`src/rtl/spi_slave_dp_if.sv`:
```
// SPI slave pins plus the parallel RAM-side word/strobe bundle; DATA_W sets payload width.
// No buffering here: wiring only, the slave modport is the RTL side.
interface spi_slave_dp_if #(
  parameter int DATA_W = 8
) ();
  localparam int W = DATA_W + 2;

  logic              SS_n;
  logic              MOSI;
  logic              MISO;
  logic [W-1:0]      rx_data;
  logic              rx_valid;
  logic [DATA_W-1:0] tx_data;
  logic              tx_valid;
  logic              cmd_err;
  logic              busy;

  modport slave (
    input  SS_n, MOSI, tx_data, tx_valid,
    output MISO, rx_data, rx_valid, cmd_err, busy
  );

  modport master (
    output SS_n, MOSI, tx_data, tx_valid,
    input  MISO, rx_data, rx_valid, cmd_err, busy
  );
endinterface

```
`src/rtl/spi_slave_dp.sv`:
```
// SPI slave front-end: word accepted W edges after frame start, read data streamed MSB-first on MISO.
// No backpressure: WAIT_TX stalls until tx_valid; SS_n high aborts any frame on the next edge.
module spi_slave_dp #(
  parameter int DATA_W = 8
) (
  input  logic         clk,
  input  logic         rst_n,
  spi_slave_dp_if.slave spi
);
  localparam int W  = DATA_W + 2;
  localparam int CW = $clog2(W + 1);

  typedef enum logic [2:0] {
    IDLE, CHK_CMD, WRITE, READ_ADD, READ_DATA, WAIT_TX, SEND, HOLD
  } state_t;

  state_t            state_q;
  logic [W-2:0]      rx_sh_q;
  logic [DATA_W-1:0] tx_sh_q;
  logic [CW-1:0]     cnt_q;
  logic              rd_addr_pend_q;
  logic              miso_q;
  logic              rx_valid_q;
  logic              cmd_err_q;
  logic [W-1:0]      rx_data_q;

  logic [W-1:0]      word_d;
  logic              last_rx_d;
  logic              last_tx_d;
  logic              accept_d;

  assign word_d    = {rx_sh_q, spi.MOSI};
  assign last_rx_d = (cnt_q == CW'(W - 1));
  assign last_tx_d = (cnt_q == CW'(DATA_W));
  // A write frame can only carry codes 00/01, so WRITE always accepts.
  assign accept_d  = (state_q == WRITE) ||
                     (state_q == READ_ADD  && word_d[W-1:W-2] == 2'b10) ||
                     (state_q == READ_DATA && word_d[W-1:W-2] == 2'b11);

  always_ff @(posedge clk or negedge rst_n) begin
    if (!rst_n) begin
      state_q        <= IDLE;
      rx_sh_q        <= '0;
      tx_sh_q        <= '0;
      cnt_q          <= '0;
      rd_addr_pend_q <= 1'b1;
      miso_q         <= 1'b0;
      rx_valid_q     <= 1'b0;
      cmd_err_q      <= 1'b0;
      rx_data_q      <= '0;
    end else begin
      rx_valid_q <= 1'b0;
      cmd_err_q  <= 1'b0;
      if (spi.SS_n) begin
        state_q <= IDLE;
        miso_q  <= 1'b0;
        cnt_q   <= '0;
      end else begin
        case (state_q)
          IDLE: begin
            cnt_q   <= '0;
            miso_q  <= 1'b0;
            state_q <= CHK_CMD;
          end
          CHK_CMD: begin
            rx_sh_q <= {rx_sh_q[W-3:0], spi.MOSI};
            cnt_q   <= CW'(1);
            if (!spi.MOSI)          state_q <= WRITE;
            else if (rd_addr_pend_q) state_q <= READ_ADD;
            else                    state_q <= READ_DATA;
          end
          WRITE, READ_ADD, READ_DATA: begin
            rx_sh_q <= {rx_sh_q[W-3:0], spi.MOSI};
            cnt_q   <= cnt_q + CW'(1);
            if (last_rx_d) begin
              if (accept_d) begin
                rx_data_q  <= word_d;
                rx_valid_q <= 1'b1;
                if (state_q == READ_ADD) rd_addr_pend_q <= 1'b0;
                state_q <= (state_q == READ_DATA) ? WAIT_TX : HOLD;
              end else begin
                cmd_err_q <= 1'b1;
                state_q   <= HOLD;
              end
            end
          end
          WAIT_TX: begin
            if (spi.tx_valid) begin
              tx_sh_q <= spi.tx_data;
              miso_q  <= spi.tx_data[DATA_W-1];
              cnt_q   <= CW'(1);
              state_q <= SEND;
            end
          end
          SEND: begin
            // cnt_q counts bits already on MISO; the LSB holds one full cycle before release.
            if (last_tx_d) begin
              miso_q         <= 1'b0;
              rd_addr_pend_q <= 1'b1;
              state_q        <= HOLD;
            end else begin
              miso_q  <= tx_sh_q[DATA_W-2];
              tx_sh_q <= {tx_sh_q[DATA_W-2:0], 1'b0};
              cnt_q   <= cnt_q + CW'(1);
            end
          end
          HOLD: state_q <= HOLD;
          default: state_q <= IDLE;
        endcase
      end
    end
  end

  assign spi.MISO     = miso_q;
  assign spi.rx_data  = rx_data_q;
  assign spi.rx_valid = rx_valid_q;
  assign spi.cmd_err  = cmd_err_q;
  assign spi.busy     = (state_q != IDLE);
endmodule

```
`src/flat_wrapper.sv`:
```
// flat-port wrapper written by rule: the top's interface ports become plain ports
module spi_slave_dp_flat 
#(
  parameter int DATA_W = 8
)
  (clk, rst_n, spi_SS_n, spi_MOSI, spi_tx_data, spi_tx_valid, spi_MISO, spi_rx_data, spi_rx_valid, spi_cmd_err, spi_busy);
  spi_slave_dp_if #(.DATA_W(DATA_W)) spi_i ();
  input  logic clk;
  input  logic rst_n;
  input wire logic [$bits(spi_i.SS_n)-1:0] spi_SS_n;
  input wire logic [$bits(spi_i.MOSI)-1:0] spi_MOSI;
  input wire logic [$bits(spi_i.tx_data)-1:0] spi_tx_data;
  input wire logic [$bits(spi_i.tx_valid)-1:0] spi_tx_valid;
  output wire logic [$bits(spi_i.MISO)-1:0] spi_MISO;
  output wire logic [$bits(spi_i.rx_data)-1:0] spi_rx_data;
  output wire logic [$bits(spi_i.rx_valid)-1:0] spi_rx_valid;
  output wire logic [$bits(spi_i.cmd_err)-1:0] spi_cmd_err;
  output wire logic [$bits(spi_i.busy)-1:0] spi_busy;
  assign spi_i.SS_n = spi_SS_n;
  assign spi_i.MOSI = spi_MOSI;
  assign spi_i.tx_data = spi_tx_data;
  assign spi_i.tx_valid = spi_tx_valid;
  assign spi_MISO = spi_i.MISO;
  assign spi_rx_data = spi_i.rx_data;
  assign spi_rx_valid = spi_i.rx_valid;
  assign spi_cmd_err = spi_i.cmd_err;
  assign spi_busy = spi_i.busy;
  spi_slave_dp #(.DATA_W(DATA_W)) u_core (.clk(clk), .rst_n(rst_n), .spi(spi_i));
endmodule
```
`config.mk`:
```
export PLATFORM = sky130hd
export DESIGN_NAME = spi_slave_dp_flat
export DESIGN_NICKNAME = d
export VERILOG_FILES = /design/src/rtl/spi_slave_dp_if.sv /design/src/rtl/spi_slave_dp.sv /design/src/flat_wrapper.sv
export SDC_FILE = /design/constraint.sdc
export NUM_CORES = 1
export LEC_CHECK = 0
export CAP_MARGIN = 30
export CORE_MARGIN = 2
export CORE_UTILIZATION = 33
export CTS_BUF_LIST = sky130_fd_sc_hd__clkbuf_2
export CTS_CLUSTER_SIZE = 24
export DETAILED_ROUTE_END_ITERATION = 16
export HOLD_SLACK_MARGIN = 0.12
export PLACE_DENSITY = 0.64
export SETUP_SLACK_MARGIN = 0.2
export SYNTH_ARGS = -nofsm -noshare
export SYNTH_HDL_FRONTEND = slang
export SYNTH_SLANG_ARGS = --single-unit
```
`constraint.sdc`:
```
create_clock -name clk -period 1.89 [get_ports clk]
set_clock_uncertainty 0.2 [all_clocks]
set_input_delay 0.2835 -clock clk [delete_from_list [all_inputs] [get_ports clk]]
set_output_delay 0.2835 -clock clk [all_outputs]
set_load 0.01 [all_outputs]
```
==> results of run 1 <==
==> worst max-delay path by stage <==
stage / start / endpoint / depth (start not counted) / slack, ps
final: u_core.state_q[0] / spi_busy / 2 / 40
after CTS: u_core.state_q[0] / spi_busy / 2 / 40
after floorplan: u_core.cnt_q[0] / u_core.cnt_q[3] / 6 / 170
after global routing: u_core.state_q[0] / spi_busy / 2 / -10
after detailed placement: spi_SS_n / u_core.spi.rx_data[6] / 5 / -60
after global placement: spi_SS_n / u_core.spi.rx_data[2] / 5 / -20
==> layout by cell type (no fill, tap or decap), types with 3 or more instances in the layout <==
| cell | count |
|---|---|
| dfrtp_1 | 35 |
| buf_4 | 33 |
| mux2_4 | 13 |
| dlygate4sd2_1 | 13 |
| clkdlybuf4s50_1 | 11 |
| a31oi_1 | 8 |
| inv_1 | 7 |
| a21oi_2 | 7 |
| buf_6 | 7 |
| mux2i_1 | 6 |
| nor2_1 | 5 |
| nand2_1 | 5 |
| mux2_2 | 5 |
| clkbuf_2 | 5 |
| nor2_4 | 3 |
| nand3_1 | 3 |
| o21ai_1 | 3 |
| o21ai_0 | 3 |
==> stage by stage <==
step	total power (uW)	util (%)	cell area, um^2
after floorplan	1540	-	1910
after global placement	1760	42.3	2340
after detailed placement	1770	42.3	2340
after CTS	2600	48.5	2690
after global routing	2880	50.9	2820
final	2720	50.9	2820
==> cell type report <==
cell class	count	area share (%)
multi-input cells	112	37.5
clock inverters	3	2.44
repair buffers	69	22.0
flip-flops and latches	37	32.9
inverters	8	1.06
clock buffers	5	0.887
well taps	72	3.19
==> power by group through the flow <==
stage	Clock [uW]	Sequential, uW	Combinational (uW)
floorplan	0	1100	438
global placement	0	1130	625
detailed placement	0	1140	636
CTS	665	1120	811
global route	703	1170	1010
finish	657	1130	932
==> critical path, stage by stage (launching register included) <==
cell and delay (ps):
dfrtp_1 430, or3_4 400, buf_6 130
==> timing repair <==
item,4_1_cts,5_1_grt
gates resized for setup,37,28
setup endpoints to repair,43,35
pin swaps,11,11
gates cloned,2,0
endpoints found under the hold margin,37,0
buffers inserted,20,7
hold buffers,1,0
==> kinds of logic after synthesis <==
kind of cell / Yosys count / share of synthesized area, %
AO/OA/AOI/OAI: 46 / 16.7
AND/OR/NAND/NOR: 37 / 12.0
flip-flops: 37 / 49.0
multiplexers: 25 / 16.3
buffers and inverters: 16 / 4.10
adder cells (fa/ha/maj): 3 / 1.98
==> flip-flops by register name (all words and copies together), names as in the netlist <==
signal	cells
u_core.spi.rx_valid	1
u_core.state_q	3
u_core.rx_sh_q	9
u_core.spi.cmd_err	1
u_core.spi.MISO	1
u_core.spi.rx_data	10
u_core.rd_addr_pend_q	1
u_core.tx_sh_q	7
u_core.cnt_q	4
==> routing by layer <==
layer	wire length, um	track usage, %
met1	1940	17.3
met2	2040	23.5
met3	154	3.73
met4	54	3.56
met5	0	0
==> metrics.txt, run 1 <==
initial antenna violation count 0; Hold WC Path Type in -> async; top cells by count, synth dfrtp_1, a21oi_1, mux2_4; GRT Residual Overflow 0; count of final hold-check violations 0; Gate power share about a third; CP arrival about 1400 ps; Max Fclk 542 MHz; Warnings, synthesis 0; placed insts between 200 and 300; top_reg_cell synth dfrtp_1; DRC Markers 0; number of global-route vias before repair roughly 1500; Root Driver clkbuf_2; # diodes 0; Clock power frac about 24%; Die X-Extent about 80 um; Static Leak 0.00140 uW; Slew @ Worst Pin between 400 and 500 ps; switching power between 800 and 900 uW; DR WL/cell around 14 um; worst reg2reg endpoint u_core.cnt_q[3]; CTS tree built; Die Y 79.7 um; WL final between 4000 and 5000 um; setup TNS 0 ps; vias per inst 5.00; area share of the largest cell type after synthesis 47.6%; Synth-to-Final Area Change 49.0%; Worst IR Drop VDD ~510 uV; sequential cell area ~930 um^2; RSZ-0062 raised after global routing yes; sequential share of power a little over two fifths; first-pass GRT wire length 6880 um; Placer Congestion roughly 0.75; power per cell area between 900 and 1000 nW/um^2; Max Root-Sink Buffers 2; worst setup margin about 44 ps; max cap viols 0; max-slew violations 0; share of cells above drive strength 1 between 40% and 50%; nets approximately 250; Site Rows 27; crit-path max FO 2; Reg2Reg Depth 6; Final min period roughly 1800 ps; period utilization 97.7%; Synth cell types between 50 and 60; sw frac a little under a third; Worst EP required 1410 ps; synthesized flop and latch total 37; reg2reg setup slack 70 ps; Antenna Nets Post-Route 0; total vias in the final route around 1500; io pins 27; Synth Area per Inst ~12 um^2; Filler cells between 500 and 600; reg2reg start u_core.cnt_q[0]; Inserted Clock Buffers 5; DR iter-0 viols 50; Post-Syn Nets 180; HPWL Detailed around 2700 um; Pre-antenna DRT Iters 4; clock latency on the worst-skew pair about 400 ps; Finished Layout Cells around 300; Starting Density 34.2%; Area contributors post-synth dfrtp_1, mux2_4, mux2_2; CP Launch Type flip-flop; largest net degree at the start of global routing 38; Post-synth ARST share 100%; cell count after synthesis approximately 160; Crit Path Class reg -> out; final setup fails 0; area of the multi-input gates roughly 1100 um^2; largest area contributor in the netlist dfrtp_1; Overall Global Routing Usage 13.8%; CP Capture Type output pin; most numerous cell in the Yosys netlist dfrtp_1; clock sinks 37; hold_ws roughly 220 ps; die area approximately 6400 um^2; sequential area share after synthesis between 40 and 50%; core area roughly 5500 um^2; internal power around 1900 uW; outcome completed; input/output buffers 26; Placement Setup Slack -64.2 ps; number of H-tree levels 2; synthesized area 1890 um^2; Worst slew margin between 60% and 70%; EDFF count, synth 0; Clock transition at path regs approximately 210 ps
Note: power is estimated with default switching activity, not from simulation.
==> inputs of run 2 (changes only) <==
--- a/config.mk
+++ b/config.mk
@@ -5,14 +5,13 @@
 export SDC_FILE = /design/constraint.sdc
 export NUM_CORES = 1
 export LEC_CHECK = 0
-export CAP_MARGIN = 30
+export CAP_MARGIN = 5
 export CORE_MARGIN = 2
 export CORE_UTILIZATION = 33
 export CTS_BUF_LIST = sky130_fd_sc_hd__clkbuf_2
 export CTS_CLUSTER_SIZE = 24
 export DETAILED_ROUTE_END_ITERATION = 16
 export HOLD_SLACK_MARGIN = 0.12
-export PLACE_DENSITY = 0.64
 export SETUP_SLACK_MARGIN = 0.2
 export SYNTH_ARGS = -nofsm -noshare
 export SYNTH_HDL_FRONTEND = slang
==> run 2 against run 1 <==
Maximum frequency is 0.47% higher. Hold slack better by 22 ps. Routed wire length shrank 4.4%. Die area unchanged. Utilization decreased by 2.7 points. Final area decreased by 5.4%. Clock power is 0.6% lower. Setup slack improved by 8.6 ps. Clock-buffer cell count did not move. Sequential share of layout area increased by 1.8 points. Largest cell class unchanged. Largest power group unchanged.
==> metrics.txt, run 2 (synthesized netlist as in run 1, its figures left out) <==
Filler cells 536 (+5.3%); Max Root-Sink Buffers 2 (unchanged); DR iter-0 viols 65 (+30%); Pre-antenna DRT Iters 4 (unchanged); Crit. Startpoint u_core.state_q[1]; Inserted Clock Buffers 5 (unchanged); Clock transition at path regs 200 ps (about the same); Placer Congestion 0.727 (-2.8%); DRC Markers 0 (unchanged); setup TNS 0 ps (unchanged); Static Leak 0.00133 uW (-4.7%); Worst slew margin 67.4% (-1.3 points); GRT Residual Overflow 0 (unchanged); Hold WC Path Type in -> async; max-slew violations 0 (unchanged); number of global-route vias before repair 1433 (-2.8%); Finished Core Util 48.2% (-2.7 points); outcome completed; Synth-to-Final Area Change 41.0%; crit-path max FO 2 (unchanged); DR WL/cell 13.6 um (-0.87%); Overall Global Routing Usage 14.3% (+0.52 points); CP Capture Type output pin; input/output buffers 26 (unchanged); CTS tree built; largest net degree at the start of global routing 38 (unchanged); vias per inst 5.04 (+0.82%); hold_ws 238 ps (+21.9 ps); Die X-Extent 79.7 um (unchanged); WL final 4010 um (-4.4%); HPWL Detailed 2610 um (-1.9%); core area 5540 um^2 (unchanged); CP arrival 1350 ps (about the same); clock sinks 37 (unchanged); reg2reg setup slack 70 ps (about the same); total vias in the final route 1488 (-2.8%); reg2reg start u_core.state_q[1]; commonest non-fill, non-tap cell in the layout dfrtp_1; io pins 27 (unchanged); highest-count cells in the layout ignoring fill and taps dfrtp_1, buf_4, mux2_4, dlygate4sd2_1, clkdlybuf4s50_1; power per cell area 970 nW/um^2 (+0.50%); CP Launch Type flip-flop; Worst EP required 1410 ps (about the same); Die Y 79.7 um (unchanged); Worst setup endpoint spi_busy; first-pass GRT wire length 7100 um (+3.2%); number of H-tree levels 2 (unchanged); max reg flops 10 (unchanged); worst reg2reg endpoint u_core.cnt_q[3]; period utilization 97.2% (-0.45 points); clock latency on the worst-skew pair 390 ps (about the same); count of final hold-check violations 0 (unchanged); # diodes 0 (unchanged); final setup fails 0 (unchanged); share of cells above drive strength 1 38.6% (-5.5 points); Root Driver clkbuf_2; RSZ-0062 raised after global routing yes; Antenna Nets Post-Route 0 (unchanged); initial antenna violation count 0 (unchanged); Slew @ Worst Pin 489 ps (+18.8 ps); Crit Path Class reg -> out; nets 238 (-4.4%); Final min period 1840 ps (-8.60 ps); Site Rows 27 (unchanged); Max Fclk 544 MHz (+0.47%); die area 6360 um^2 (unchanged); Starting Density 34.2% (unchanged); Worst IR Drop VDD 519 uV (+1.2%); max cap viols 0 (unchanged); Reg2Reg Depth 6 (unchanged)
-- run 2: cell types whose count changed in the layout (fill, tap and decap cells not counted), moves of 2 or more --
| cell | previous run | this run |
|---|---|---|
| a21oi_1 | 2 | 4 |
| buf_4 | 33 | 24 |
| buf_6 | 7 | 5 |
| o21ai_1 | 3 | 5 |
| o21ai_4 | 2 | 0 |
-- run 2: worst min-delay path by stage --
stage / end / slack, ps
2_1_floorplan: u_core.cnt_q[0] / -210
3_3_place_gp: u_core.spi.cmd_err / 170
4_1_cts: u_core.rx_sh_q[6] / 230
6_report: u_core.spi.rx_data[8] / 240
3_5_place_dp: u_core.spi.rx_data[8] / 170
5_1_grt: u_core.rx_sh_q[6] / 260
-- run 2: cell type report --
class | count | area [um^2] | share of cell area (%)
Multi-Input combinational cell | 112 | 1000 | 37.6
Clock inverter | 3 | 68.8 | 2.58
Timing Repair Buffer | 58 | 526 | 19.7
Clock buffer | 5 | 25.0 | 0.938
Inverter | 8 | 30.0 | 1.13
Tap cell | 72 | 90.1 | 3.38
Sequential cell | 37 | 927 | 34.7
-- run 2: worst max-delay path: stages (launching register included) --
cell and delay [ps]:
dfrtp_1 440, or3_4 400, buf_6 130
-- run 2: through the flow --
step / instances / power [uW] / worst slack [ps] / cell area, um^2
after floorplan: 164 / 1540 / 171 / 1910
after global placement: 268 / 1750 / -1.85 / 2320
after detailed placement: 268 / 1760 / -22.8 / 2320
after CTS: 294 / 2600 / 33.2 / 2630
after global routing: 295 / 2770 / -12.6 / 2670
final: 295 / 2590 / 52.6 / 2670
-- run 2: power by group --
| part | internal, uW | total [uW] | leakage (uW) | switching (uW) |
|---|---|---|---|---|
| Clock | 361 | 653 | 0.0000536 | 291 |
| Combinational | 453 | 807 | 0.000797 | 354 |
| Sequential | 979 | 1130 | 0.000480 | 150 |
| Total | 1790 | 2590 | 0.00133 | 796 |
-- run 2: timing repair --
item / 4_1_cts / 5_1_grt
endpoints found under the hold margin: 37 / 0
resized for setup: 44 / 8
endpoints found under the setup margin: 43 / 33
setup buffers: 16 / 1
cloned: 1 / 0
pin swaps: 4 / 4
hold buffers: 1 / 0
-- run 2: per-layer routing --
| metal | share of wire (%) | GRT usage [%] |
|---|---|---|
| met2 | 47 | 22.7 |
| met5 | 0 | 0 |
| met4 | 0.85 | 4.07 |
| met1 | 49 | 19.7 |
| met3 | 3.3 | 3.17 |
